===== src/rtl/swt16_pkg.sv =====
// SWT16 shared definitions.
// Widths, NOP encoding and fetch-stage state type.
package swt16_pkg;

  localparam int PMEM_ADDR_WIDTH = 12;
  localparam int PMEM_WORD_WIDTH = 16;
  localparam int PC_WIDTH        = PMEM_ADDR_WIDTH;
  localparam int IALU_WORD_WIDTH = 16;

  localparam logic [PMEM_WORD_WIDTH-1:0] NOP = 16'h0000;

  typedef enum logic [1:0] {
    BOOT  = 2'd0,
    RUN   = 2'd1,
    FLUSH = 2'd2
  } fetch_state_e;

endpackage


===== src/rtl/fetch_unit.sv =====
// SWT16 instruction fetch stage.
// Drives 1-cycle sync program memory, stalls, redirects.
module fetch_unit
  import swt16_pkg::*;
(
  input  logic                       clock,
  input  logic                       reset,
  output logic [PMEM_ADDR_WIDTH-1:0] out_pmem_addr,
  input  logic [PMEM_WORD_WIDTH-1:0] in_pmem_rdata,
  input  logic                       in_stall,
  input  logic                       in_jump_valid,
  input  logic [IALU_WORD_WIDTH-1:0] in_jump_target,
  output logic [PMEM_WORD_WIDTH-1:0] out_instr,
  output logic [PC_WIDTH-1:0]        out_pc,
  output logic                       out_instr_valid,
  output logic                       out_flush
);

  fetch_state_e        state_q, state_d;
  logic [PC_WIDTH-1:0] pc_fetch_q, pc_fetch_d;
  logic [PC_WIDTH-1:0] pc_inflight_q, pc_inflight_d;
  logic                inflight_valid_q, inflight_valid_d;

  logic [PC_WIDTH-1:0] jt;
  logic                unused_jt;

  assign jt        = in_jump_target[PC_WIDTH-1:0];
  assign unused_jt = ^in_jump_target[IALU_WORD_WIDTH-1:PC_WIDTH];

  // State and PC registers, cleared asynchronously.
  always_ff @(posedge clock or negedge reset) begin
    if (!reset) begin
      state_q          <= BOOT;
      pc_fetch_q       <= '0;
      pc_inflight_q    <= '0;
      inflight_valid_q <= 1'b0;
    end else begin
      state_q          <= state_d;
      pc_fetch_q       <= pc_fetch_d;
      pc_inflight_q    <= pc_inflight_d;
      inflight_valid_q <= inflight_valid_d;
    end
  end

  // Next-state, address mux and decoder-facing outputs.
  always_comb begin
    state_d          = state_q;
    pc_fetch_d       = pc_fetch_q;
    pc_inflight_d    = pc_inflight_q;
    inflight_valid_d = inflight_valid_q;
    out_pmem_addr    = pc_fetch_q;
    out_instr        = NOP;
    out_pc           = '0;
    out_instr_valid  = 1'b0;
    out_flush        = 1'b0;

    if (in_jump_valid) begin
      out_flush        = 1'b1;
      out_pmem_addr    = jt;
      pc_inflight_d    = jt;
      pc_fetch_d       = jt + PC_WIDTH'(1);
      inflight_valid_d = 1'b0;
      state_d          = FLUSH;
    end else begin
      unique case (state_q)
        BOOT: begin
          out_pmem_addr    = pc_fetch_q;
          pc_inflight_d    = pc_fetch_q;
          pc_fetch_d       = pc_fetch_q + PC_WIDTH'(1);
          inflight_valid_d = 1'b1;
          state_d          = RUN;
        end
        RUN: begin
          if (inflight_valid_q) begin
            out_instr = in_pmem_rdata;
            out_pc    = pc_inflight_q;
          end
          out_instr_valid = inflight_valid_q;
          if (in_stall) begin
            out_pmem_addr = pc_inflight_q;
          end else begin
            out_pmem_addr = pc_fetch_q;
            pc_inflight_d = pc_fetch_q;
            pc_fetch_d    = pc_fetch_q + PC_WIDTH'(1);
          end
        end
        FLUSH: begin
          out_flush        = 1'b1;
          out_pmem_addr    = pc_inflight_q;
          inflight_valid_d = 1'b1;
          state_d          = RUN;
        end
        default: begin
          state_d = BOOT;
        end
      endcase
    end

    if (!reset) begin
      out_pmem_addr   = '0;
      out_instr       = NOP;
      out_pc          = '0;
      out_instr_valid = 1'b0;
      out_flush       = 1'b0;
    end
  end

endmodule

===== config.mk =====
export PLATFORM = sky130hd
export DESIGN_NAME = fetch_unit
export DESIGN_NICKNAME = d
export VERILOG_FILES = /design/src/rtl/swt16_pkg.sv /design/src/rtl/fetch_unit.sv
export SDC_FILE = /design/constraint.sdc
export NUM_CORES = 1
export LEC_CHECK = 0
export BUFFER_PORTS_ARGS = -buffer_cell sky130_fd_sc_hd__buf_2
export CAP_MARGIN = 40
export CORE_ASPECT_RATIO = 0.75
export CORE_UTILIZATION = 46
export CTS_CLUSTER_SIZE = 12
export DETAILED_ROUTE_END_ITERATION = 16
export GPL_ROUTABILITY_DRIVEN = 0
export PLACE_DENSITY = 0.81
export SLEW_MARGIN = 20
export SYNTH_ARGS = -nofsm -noshare
export SYNTH_HDL_FRONTEND = slang
export SYNTH_SLANG_ARGS = --single-unit

===== constraint.sdc =====
create_clock -name clock -period 2.05 [get_ports clock]
set_clock_uncertainty 0.05 [all_clocks]
set_input_delay 0.41 -clock clock [delete_from_list [all_inputs] [get_ports clock]]
set_output_delay 0.41 -clock clock [all_outputs]
set_load 0.01 [all_outputs]

==> impl_metrics.py, run 1 <==
metrics = {
    "clock_network": {
        "cts_sinks": 27,
        "cts_buffers": 3,
        "clk-insertion-delay-late_ns": 0.28,
        "h-tree-depth": 1,
        "cts_tree": "yes",
        "cts_root_buf": "clkbuf_8",
        "clkTransAtPathRegs_ns": 0.10,
        "cts_buffer_depth": 2,
    },
    "sta": {
        "period_needed_ns": 2.34,
        "rsz0062_at_grt": "true",
        "fmax_mhz": 428,
        "fin_crit_sh_pct": 114,
        "setup_violations": 45,
        "setup_ws_ns": -0.288,
        "final-max-slew-violation-count": 0,
        "relSlewSlack_pct": 69.5,
        "hold_violations": 0,
        "timing.hold.ws_ns": 0.130,
        "finalSetupTns_ns": -8.60,
        "worst_pin_slew_ns": 0.456,
    },
    "setup_path": {
        "critical_path_buf_inv_count": 3,
        "path_cells": "buf_4, ha_4, a21oi_4, nor2b_4, buf_4, a221oi_2, nor3b_2, buf_2",
        "arrival_ns": 1.88,
        "worstSetupStartpointType": "flip-flop",
        "cp_max_fo": 3,
        "required_ns": 1.59,
        "slowest_delay_ns": 0.42,
        "crit_path_top_delay_cell": "dfrtp_1",
        "cpLargestDelayFamily": "buffers and inverters",
        "path_common_cell": "buf_4",
        "path_class": "flip-flop to primary output",
        "worst_setup_path_end_kind": "primary output",
    },
    "global_route": {
        "grt_max_degree": 28,
        "grt_util_all_layers_pct": 28.5,
        "overflow": 0,
        "grt_pass1_vias": 2381,
        "grt_pass1_wl_mm": 11.3,
        "antenna_found_initial": 0,
    },
    "floorplan": {
        "die_x_um": 82.7,
        "initial_core_util_pct": 49.1,
        "dieHeight_um": 62.5,
        "core_um2": 4570,
        "row_count": 21,
        "dieArea_um2": 5170,
        "ios": 78,
    },
    "min_path": {
        "hold_class": "input pin to asynchronous set/reset pin",
    },
    "detailed_routing": {
        "wl_mm": 8.38,
        "firstDrtPassIters": 6,
        "first_iter_violations": 254,
        "via_count": 2682,
        "drcViolationCount": 0,
        "ant_nets": 0,
        "routed_via_density": 6.17,
        "wl_per_cell_um": 19.3,
    },
    "cells_and_area": {
        "area_growth_pct": 61.3,
        "final_common_cell": "buf_2",
        "final_cell_mix": "buf_2, buf_6, buf_4",
        "final_layout_size_suffix_gt1_share_pct": 55.6,
        "antenna_cells": 0,
        "nFillCells": 276,
        "fin_nets": 419,
        "fin_area_um2": 3620,
        "fin_cells": 435,
    },
    "place": {
        "portBuffers": 73,
        "postPlaceCellArea_um2": 2960,
        "placedCellCount": 419,
        "dp_hpwl_mm": 5.08,
    },
    "pwr": {
        "leakage_nw": 1.66,
        "vdd.ir_drop.worst_mv": 0.356,
        "p_per_area_nw_per_um2": 533,
    },
    "yosys": {
        "synth_area_leaders": "dfrtp_1, and2_1, nand2_1",
        "syn_inst": 268,
        "synth_top_area_share_pct": 30.1,
        "ys_seq_area_share_pct": 30.1,
        "postSynthAreaPerCell_um2": 8.38,
        "synth_edf_count": 0,
        "yosysTopAreaCell": "dfrtp_1",
        "dominantRegCellSynth": "dfrtp_1",
        "async_flop_share_pct": 100,
        "yosysUniqueCellTypes": 49,
        "netlist_area_um2": 2240,
        "postSynthNetCount": 308,
        "ys_ff_latch": 27,
        "ys_warn_count": 0,
    },
    "status": {
        "violations": "negative setup slack",
        "status": "complete, but fails checks",
    },
    "job": {
        "maxCapViolCount": 0,
    },
}
==> registers in the layout, indices dropped and copies added, names as in the netlist <==
name and flops:
pc_fetch_q 12, pc_inflight_q 12, state_q 2, inflight_valid_q 1
==> worst reg2reg max path, cell delays in order (launching register included) <==
cell and delay (ns):
dfrtp_1 0.41, buf_6 0.13, ha_4 0.17, buf_4 0.15, buf_6 0.13, buf_4 0.13
a21o_2 0.30, or4_1 0.51, nand3_1 0.09
==> where the power goes <==
part | internal, mW | leakage [nW] | total (mW) | switching (mW)
Clock | 0.137 | 0.0255 | 0.319 | 0.183
Sequential | 0.612 | 0.319 | 0.747 | 0.136
Combinational | 0.423 | 1.32 | 0.862 | 0.439
==> layer usage <==
layer,wire length [um],up-vias,global-route usage [%]
li1,-,1209,-
met1,3410,1304,39.2
met2,4220,153,44.6
met3,651,16,6.57
met4,104,0,7.33
met5,0,-,0
==> final timing paths <==
path | startpoint | end | slack (ns) | cells after the start
min | reset | pc_inflight_q[5] | 0.13 | 2
max in group asynchronous | reset | pc_fetch_q[0] | 1.28 | 2
min in group clock | in_jump_target[10] | pc_inflight_q[10] | 0.34 | 3
min reg2reg | pc_fetch_q[0] | pc_fetch_q[0] | 0.50 | 2
max | state_q[1] | out_pmem_addr[9] | -0.29 | 8
max reg2reg | state_q[0] | pc_fetch_q[6] | -0.08 | 8
==> timing repair <==
action                                 in CTS  in global routing
gates resized for setup                    64                 54
hold buffers                                1                  0
endpoints found under the hold margin       1                  0
cloned                                      2                  0
pin swaps                                  34                  7
setup endpoints to repair                  41                 55
setup buffers                               3                  6
==> per-stage QoR <==
step | setup slack, ns | power, mW | util, %
2_1_floorplan | -0.214 | 1.10 | -
3_3_place_gp | -0.207 | 1.35 | 64.6
3_5_place_dp | -0.230 | 1.38 | 64.6
4_1_cts | -0.183 | 1.78 | 72.4
5_1_grt | -0.346 | 2.02 | 79.2
6_report | -0.288 | 1.93 | 79.2
==> layout make-up <==
type	instances	area (um2)	area share (%)
clock buffers	3	41.3	1.14
well taps	57	71.3	1.97
repair buffers	126	1010	27.8
multi-input cells	213	1790	49.4
clock inverters	1	5.00	0.138
flip-flops and latches	27	676	18.7
inverters	8	32.5	0.899
==> kinds of logic after synthesis <==
| group | Yosys count | synth area share (%) |
|---|---|---|
| AND/OR/NAND/NOR | 114 | 27.6 |
| multiplexers | 23 | 10.9 |
| buffers and inverters | 28 | 5.69 |
| AO/OA/AOI/OAI | 66 | 21.1 |
| XOR/XNOR | 6 | 2.34 |
| flip-flops | 27 | 30.1 |
| adder cells (fa/ha/maj) | 4 | 2.23 |
==> cell usage after synthesis (all sizes together) (3+ instances only) <==
cell type   n
o21ai      12
a21boi      5
a21oi       8
xnor2       4
dfrtp      27
nand4b      3
a31oi       7
nor2       11
clkbuf      8
nand4       9
nand3       5
a22oi       3
and2       29
mux2i      11
buf        12
nor3b       5
a221oi      7
o311ai      3
mux2       12
a41oi       4
nand2      37
inv         7
ha          4
nor3        4
nand2b      4
Note: power is estimated with default switching activity, not from simulation.
==> run 2, diff against run 1 <==
--- a/config.mk
+++ b/config.mk
@@ -8,11 +8,12 @@
 export BUFFER_PORTS_ARGS = -buffer_cell sky130_fd_sc_hd__buf_2
 export CAP_MARGIN = 40
 export CORE_ASPECT_RATIO = 0.75
-export CORE_UTILIZATION = 46
+export CORE_UTILIZATION = 52
+export CTS_BUF_LIST = sky130_fd_sc_hd__clkbuf_8
 export CTS_CLUSTER_SIZE = 12
 export DETAILED_ROUTE_END_ITERATION = 16
 export GPL_ROUTABILITY_DRIVEN = 0
-export PLACE_DENSITY = 0.81
+export PLACE_DENSITY = 0.87
 export SLEW_MARGIN = 20
 export SYNTH_ARGS = -nofsm -noshare
 export SYNTH_HDL_FRONTEND = slang
==> constraint.sdc (replaced) <==
create_clock -name clock -period 2.33 [get_ports clock]
set_clock_uncertainty 0.05 [all_clocks]
set_input_delay 0.466 -clock clock [delete_from_list [all_inputs] [get_ports clock]]
set_output_delay 0.466 -clock clock [all_outputs]
set_load 0.01 [all_outputs]
==> impl_metrics.py, run 2 (same netlist as run 1, synthesis figures left out) <==
metrics = {
    "setup_path": {
        "worstSetupStartpointType": "flip-flop",
        "cpLargestDelayFamily": "flip-flops",
        "critical_path_buf_inv_count": 3,
        "arrival_ns": 1.85,
        "slowest_delay_ns": 0.40,
        "path_class": "flip-flop to primary output",
        "path_cells": "inv_2, ha_4, nor2b_4, buf_6, a221oi_2, nor3b_1, buf_2",
        "worst_setup_path_end_kind": "primary output",
        "cp_max_fo": 7,
        "crit_path_top_delay_cell": "dfrtp_1",
        "required_ns": 1.81,
    },
    "global_route": {
        "antenna_found_initial": 0,
        "grt_pass1_vias": 2222,
        "overflow": 0,
        "grt_util_all_layers_pct": 30.9,
        "grt_pass1_wl_mm": 11.0,
        "grt_max_degree": 35,
    },
    "cells_and_area": {
        "fin_cells": 409,
        "area_growth_pct": 33.9,
        "fin_nets": 395,
        "final_cell_mix": "buf_2, nand2_1, and2_1",
        "multi_input_area_um2": 1580,
        "nFillCells": 325,
        "antenna_cells": 0,
        "final_layout_size_suffix_gt1_share_pct": 40.1,
        "reg_top3": "pc_fetch_q x12, pc_inflight_q x12, state_q x2",
        "final_common_cell": "buf_2",
        "regArea_um2": 676,
        "utilization_pct": 73.3,
    },
    "pwr": {
        "p_per_area_nw_per_um2": 514,
        "seqPwrFrac_pct": 41.6,
        "vdd.ir_drop.worst_mv": 0.398,
        "internal-power_uw": 958,
        "combPwrFrac_pct": 40.5,
        "clockPowerShare_pct": 17.9,
        "sw_frac_of_total_pct": 38.0,
        "switching_power_uw": 587,
        "leakage_nw": 1.45,
    },
    "floorplan": {
        "core_um2": 4100,
        "die_x_um": 77.9,
        "initial_core_util_pct": 54.7,
        "ios": 78,
        "dieHeight_um": 58.9,
        "row_count": 20,
        "dieArea_um2": 4590,
    },
    "clock_network": {
        "cts_root_buf": "clkbuf_8",
        "cts_buffers": 3,
        "h-tree-depth": 1,
        "cts_sinks": 27,
        "clkTransAtPathRegs_ns": 0.10,
        "cts_tree": "yes",
        "cts_buffer_depth": 2,
        "clk-insertion-delay-late_ns": 0.28,
    },
    "place": {
        "portBuffers": 73,
        "placedCellCount": 398,
        "pre_cts_ws_ns": 0.000843,
        "dp_hpwl_mm": 4.71,
    },
    "sta": {
        "worst_pin_slew_ns": 0.799,
        "setup_ws_ns": -0.0313,
        "hold_violations": 0,
        "period_needed_ns": 2.36,
        "rsz0062_at_grt": "true",
        "finalSetupTns_ns": -0.0903,
        "setup_violations": 5,
        "fmax_mhz": 423,
        "relSlewSlack_pct": 46.8,
        "timing.hold.ws_ns": 0.218,
        "fin_crit_sh_pct": 101,
        "final-max-slew-violation-count": 0,
    },
    "detailed_routing": {
        "wl_per_cell_um": 16.9,
        "drcViolationCount": 0,
        "wl_mm": 6.93,
        "routed_via_density": 6.22,
        "first_iter_violations": 300,
        "via_count": 2542,
        "ant_nets": 0,
        "firstDrtPassIters": 5,
    },
    "job": {
        "maxCapViolCount": 0,
    },
    "status": {
        "violations": "negative setup slack",
        "status": "complete, but fails checks",
    },
    "min_path": {
        "hold_class": "input pin to asynchronous set/reset pin",
    },
}
-- run 2: what timing repair did --
item,in CTS,in global routing
setup buffers,3,3
gates resized for setup,21,10
setup endpoints to repair,40,40
pin swaps,5,7
hold buffers,1,0
endpoints found under the hold margin,5,0
-- run 2: per-layer routing --
metal / track usage [%] / vias to the layer above / part of all wire [%]
met1: 43.0 / 1200 / 43
met4: 8.89 / 0 / 1.3
li1: - / 1160 / -
met5: 0 / - / 0
met3: 4.81 / 15 / 9.3
met2: 50.1 / 167 / 47
-- run 2: per-stage QoR --
| stage | cell area [um2] | total power, mW |
|---|---|---|
| after floorplan | 2280 | 0.961 |
| after global placement | 2790 | 1.15 |
| after detailed placement | 2790 | 1.17 |
| after CTS | 2960 | 1.50 |
| after global routing | 3010 | 1.62 |
| final | 3010 | 1.54 |
-- run 2: power by group through the flow --
stage          sequential [mW]  clock, mW  combinational [mW]
3_5_place_dp             0.639          0               0.535
4_1_cts                  0.634      0.280               0.589
3_3_place_gp             0.634          0               0.513
5_1_grt                  0.650      0.295               0.677
6_report                 0.642      0.277               0.626
2_1_floorplan            0.610          0               0.352
-- run 2: cell type report --
cell class                      instances  share of cell area (%)
Multi-Input combinational cell        213                    52.5
Sequential cell                        27                    22.5
Timing Repair Buffer                  102                    20.3
Tap cell                               55                    2.29
Clock buffer                            3                    1.37
Inverter                                8                   0.999
Clock inverter                          1                   0.125
-- run 2: path summary, 6_finish.rpt --
path                       slack [ns]               start  cells after the start           endpoint
setup / recovery                -0.03          state_q[0]                      7   out_pmem_addr[4]
hold / removal                   0.22               reset                      2      pc_fetch_q[6]
setup reg to reg                 0.17          state_q[0]                      7      pc_fetch_q[5]
hold reg to reg                  0.47       pc_fetch_q[0]                      2      pc_fetch_q[0]
max in group asynchronous        1.31               reset                      2   pc_inflight_q[0]
min in group clock               0.39  in_jump_target[11]                      3  pc_inflight_q[11]
==> run 3, diff against run 2 <==
--- a/config.mk
+++ b/config.mk
@@ -7,10 +7,10 @@
 export LEC_CHECK = 0
 export BUFFER_PORTS_ARGS = -buffer_cell sky130_fd_sc_hd__buf_2
 export CAP_MARGIN = 40
-export CORE_ASPECT_RATIO = 0.75
+export CORE_ASPECT_RATIO = 2
 export CORE_UTILIZATION = 52
 export CTS_BUF_LIST = sky130_fd_sc_hd__clkbuf_8
-export CTS_CLUSTER_SIZE = 12
+export CTS_CLUSTER_SIZE = 25
 export DETAILED_ROUTE_END_ITERATION = 16
 export GPL_ROUTABILITY_DRIVEN = 0
 export PLACE_DENSITY = 0.87
==> impl_metrics.py, run 3 (same netlist as run 1, synthesis figures left out) <==
metrics = {
    "cells_and_area": {
        "area_growth_pct": 35.5,
        "final_layout_size_suffix_gt1_share_pct": 41.0,
        "multi_input_area_um2": 1600,
        "utilization_pct": 73.6,
        "nFillCells": 301,
        "fin_cells": 408,
        "regArea_um2": 676,
        "final_common_cell": "buf_2",
        "final_cell_mix": "buf_2, nand2_1, and2_1",
        "fin_nets": 397,
        "antenna_cells": 0,
        "reg_top3": "pc_fetch_q x12, pc_inflight_q x12, state_q x2",
    },
    "floorplan": {
        "row_count": 33,
        "core_um2": 4130,
        "die_x_um": 48.5,
        "dieHeight_um": 94.9,
        "dieArea_um2": 4600,
        "initial_core_util_pct": 54.4,
        "ios": 78,
    },
    "global_route": {
        "grt_pass1_wl_mm": 11.2,
        "grt_util_all_layers_pct": 30.8,
        "grt_max_degree": 26,
        "grt_pass1_vias": 2419,
        "antenna_found_initial": 0,
        "overflow": 0,
    },
    "sta": {
        "final-max-slew-violation-count": 0,
        "fin_crit_sh_pct": 103,
        "hold_violations": 0,
        "relSlewSlack_pct": 44.7,
        "setup_ws_ns": -0.0763,
        "setup_violations": 9,
        "worst_pin_slew_ns": 0.829,
        "timing.hold.ws_ns": 0.131,
        "period_needed_ns": 2.41,
        "fmax_mhz": 416,
        "rsz0062_at_grt": "true",
    },
    "clock_network": {
        "clkTransAtPathRegs_ns": 0.09,
        "cts_buffer_depth": 2,
        "cts_root_buf": "clkbuf_8",
        "cts_buffers": 3,
        "cts_sinks": 27,
        "h-tree-depth": 1,
        "clk-insertion-delay-late_ns": 0.28,
        "cts-hold-fix-buffers": 0,
        "cts_tree": "yes",
    },
    "detailed_routing": {
        "drcViolationCount": 0,
        "first_iter_violations": 84,
        "firstDrtPassIters": 4,
        "routed_via_density": 6.21,
        "wl_per_cell_um": 18.0,
        "ant_nets": 0,
        "wl_mm": 7.33,
        "via_count": 2534,
    },
    "pwr": {
        "p_total_mw": 1.55,
        "leakage_nw": 1.46,
        "vdd.ir_drop.worst_mv": 0.448,
        "p_per_area_nw_per_um2": 510,
    },
    "setup_path": {
        "required_ns": 1.81,
        "worstSetupStartpointType": "flip-flop",
        "critPathLaunch": "state_q[1]",
        "critical_path_buf_inv_count": 4,
        "cp_max_fo": 6,
        "crit_path_top_delay_cell": "dfrtp_1",
        "slowest_delay_ns": 0.44,
        "worst_setup_path_end_kind": "primary output",
        "path_cells": "inv_2, ha_4, inv_2, o21ai_2, buf_6, a221oi_2, nor3b_1, buf_2",
        "cpLargestDelayFamily": "buffers and inverters",
        "arrival_ns": 1.89,
        "reg2reg_from": "state_q[1]",
        "path_class": "flip-flop to primary output",
        "path_common_cell": "inv_2",
        "rrSetupSlack_ns": 0.09,
    },
    "status": {
        "violations": "negative setup slack",
        "status": "complete, but fails checks",
    },
    "place": {
        "dp_hpwl_mm": 4.94,
        "pre_cts_ws_ns": 0.0132,
        "portBuffers": 73,
        "placedCellCount": 399,
    },
    "min_path": {
        "hold_class": "input pin to asynchronous set/reset pin",
    },
    "job": {
        "maxCapViolCount": 0,
    },
}
-- run 3: power breakdown --
| part | internal, mW | switching [mW] |
|---|---|---|
| registers | 0.538 | 0.104 |
| logic | 0.301 | 0.334 |
| clock network | 0.119 | 0.153 |
-- run 3: metal layers --
layer / routed length [um] / global-route usage (%) / share of wire (%)
met2: 3970 / 59.2 / 54
met3: 374 / 3.38 / 5.1
met5: 0 / 0 / 0
met1: 2670 / 31.8 / 36
met4: 311 / 17.6 / 4.2
-- run 3: metrics by stage --
| stage | TNS, ns | instance area (um2) |
|---|---|---|
| 2_1_floorplan | 0 | 2280 |
| 3_3_place_gp | 0 | 2800 |
| 3_5_place_dp | 0 | 2800 |
| 4_1_cts | 0 | 2970 |
| 5_1_grt | -1.05 | 3040 |
| 6_report | -0.376 | 3040 |
-- run 3: cell type report --
class / instances / area share (%)
Multi-Input combinational cell: 213 / 52.6
Tap cell: 52 / 2.14
Inverter: 8 / 0.988
Timing Repair Buffer: 104 / 20.6
Clock inverter: 1 / 0.123
Clock buffer: 3 / 1.36
Sequential cell: 27 / 22.2
-- run 3: repair_timing --
action | in CTS | in global routing
pin swaps | 6 | 9
gates cloned | 0 | 1
gates resized for setup | 19 | 15
endpoints found under the setup margin | 34 | 35
buffers inserted | 4 | 0
-- run 3: final timing paths --
| check | cells past startpoint | endpoint |
|---|---|---|
| max in group asynchronous | 3 | inflight_valid_q |
| hold reg to reg | 2 | pc_fetch_q[0] |
| setup reg to reg | 6 | pc_inflight_q[3] |
| setup / recovery | 8 | out_pmem_addr[8] |
| min in group clock | 3 | pc_inflight_q[11] |
| hold / removal | 2 | pc_inflight_q[9] |
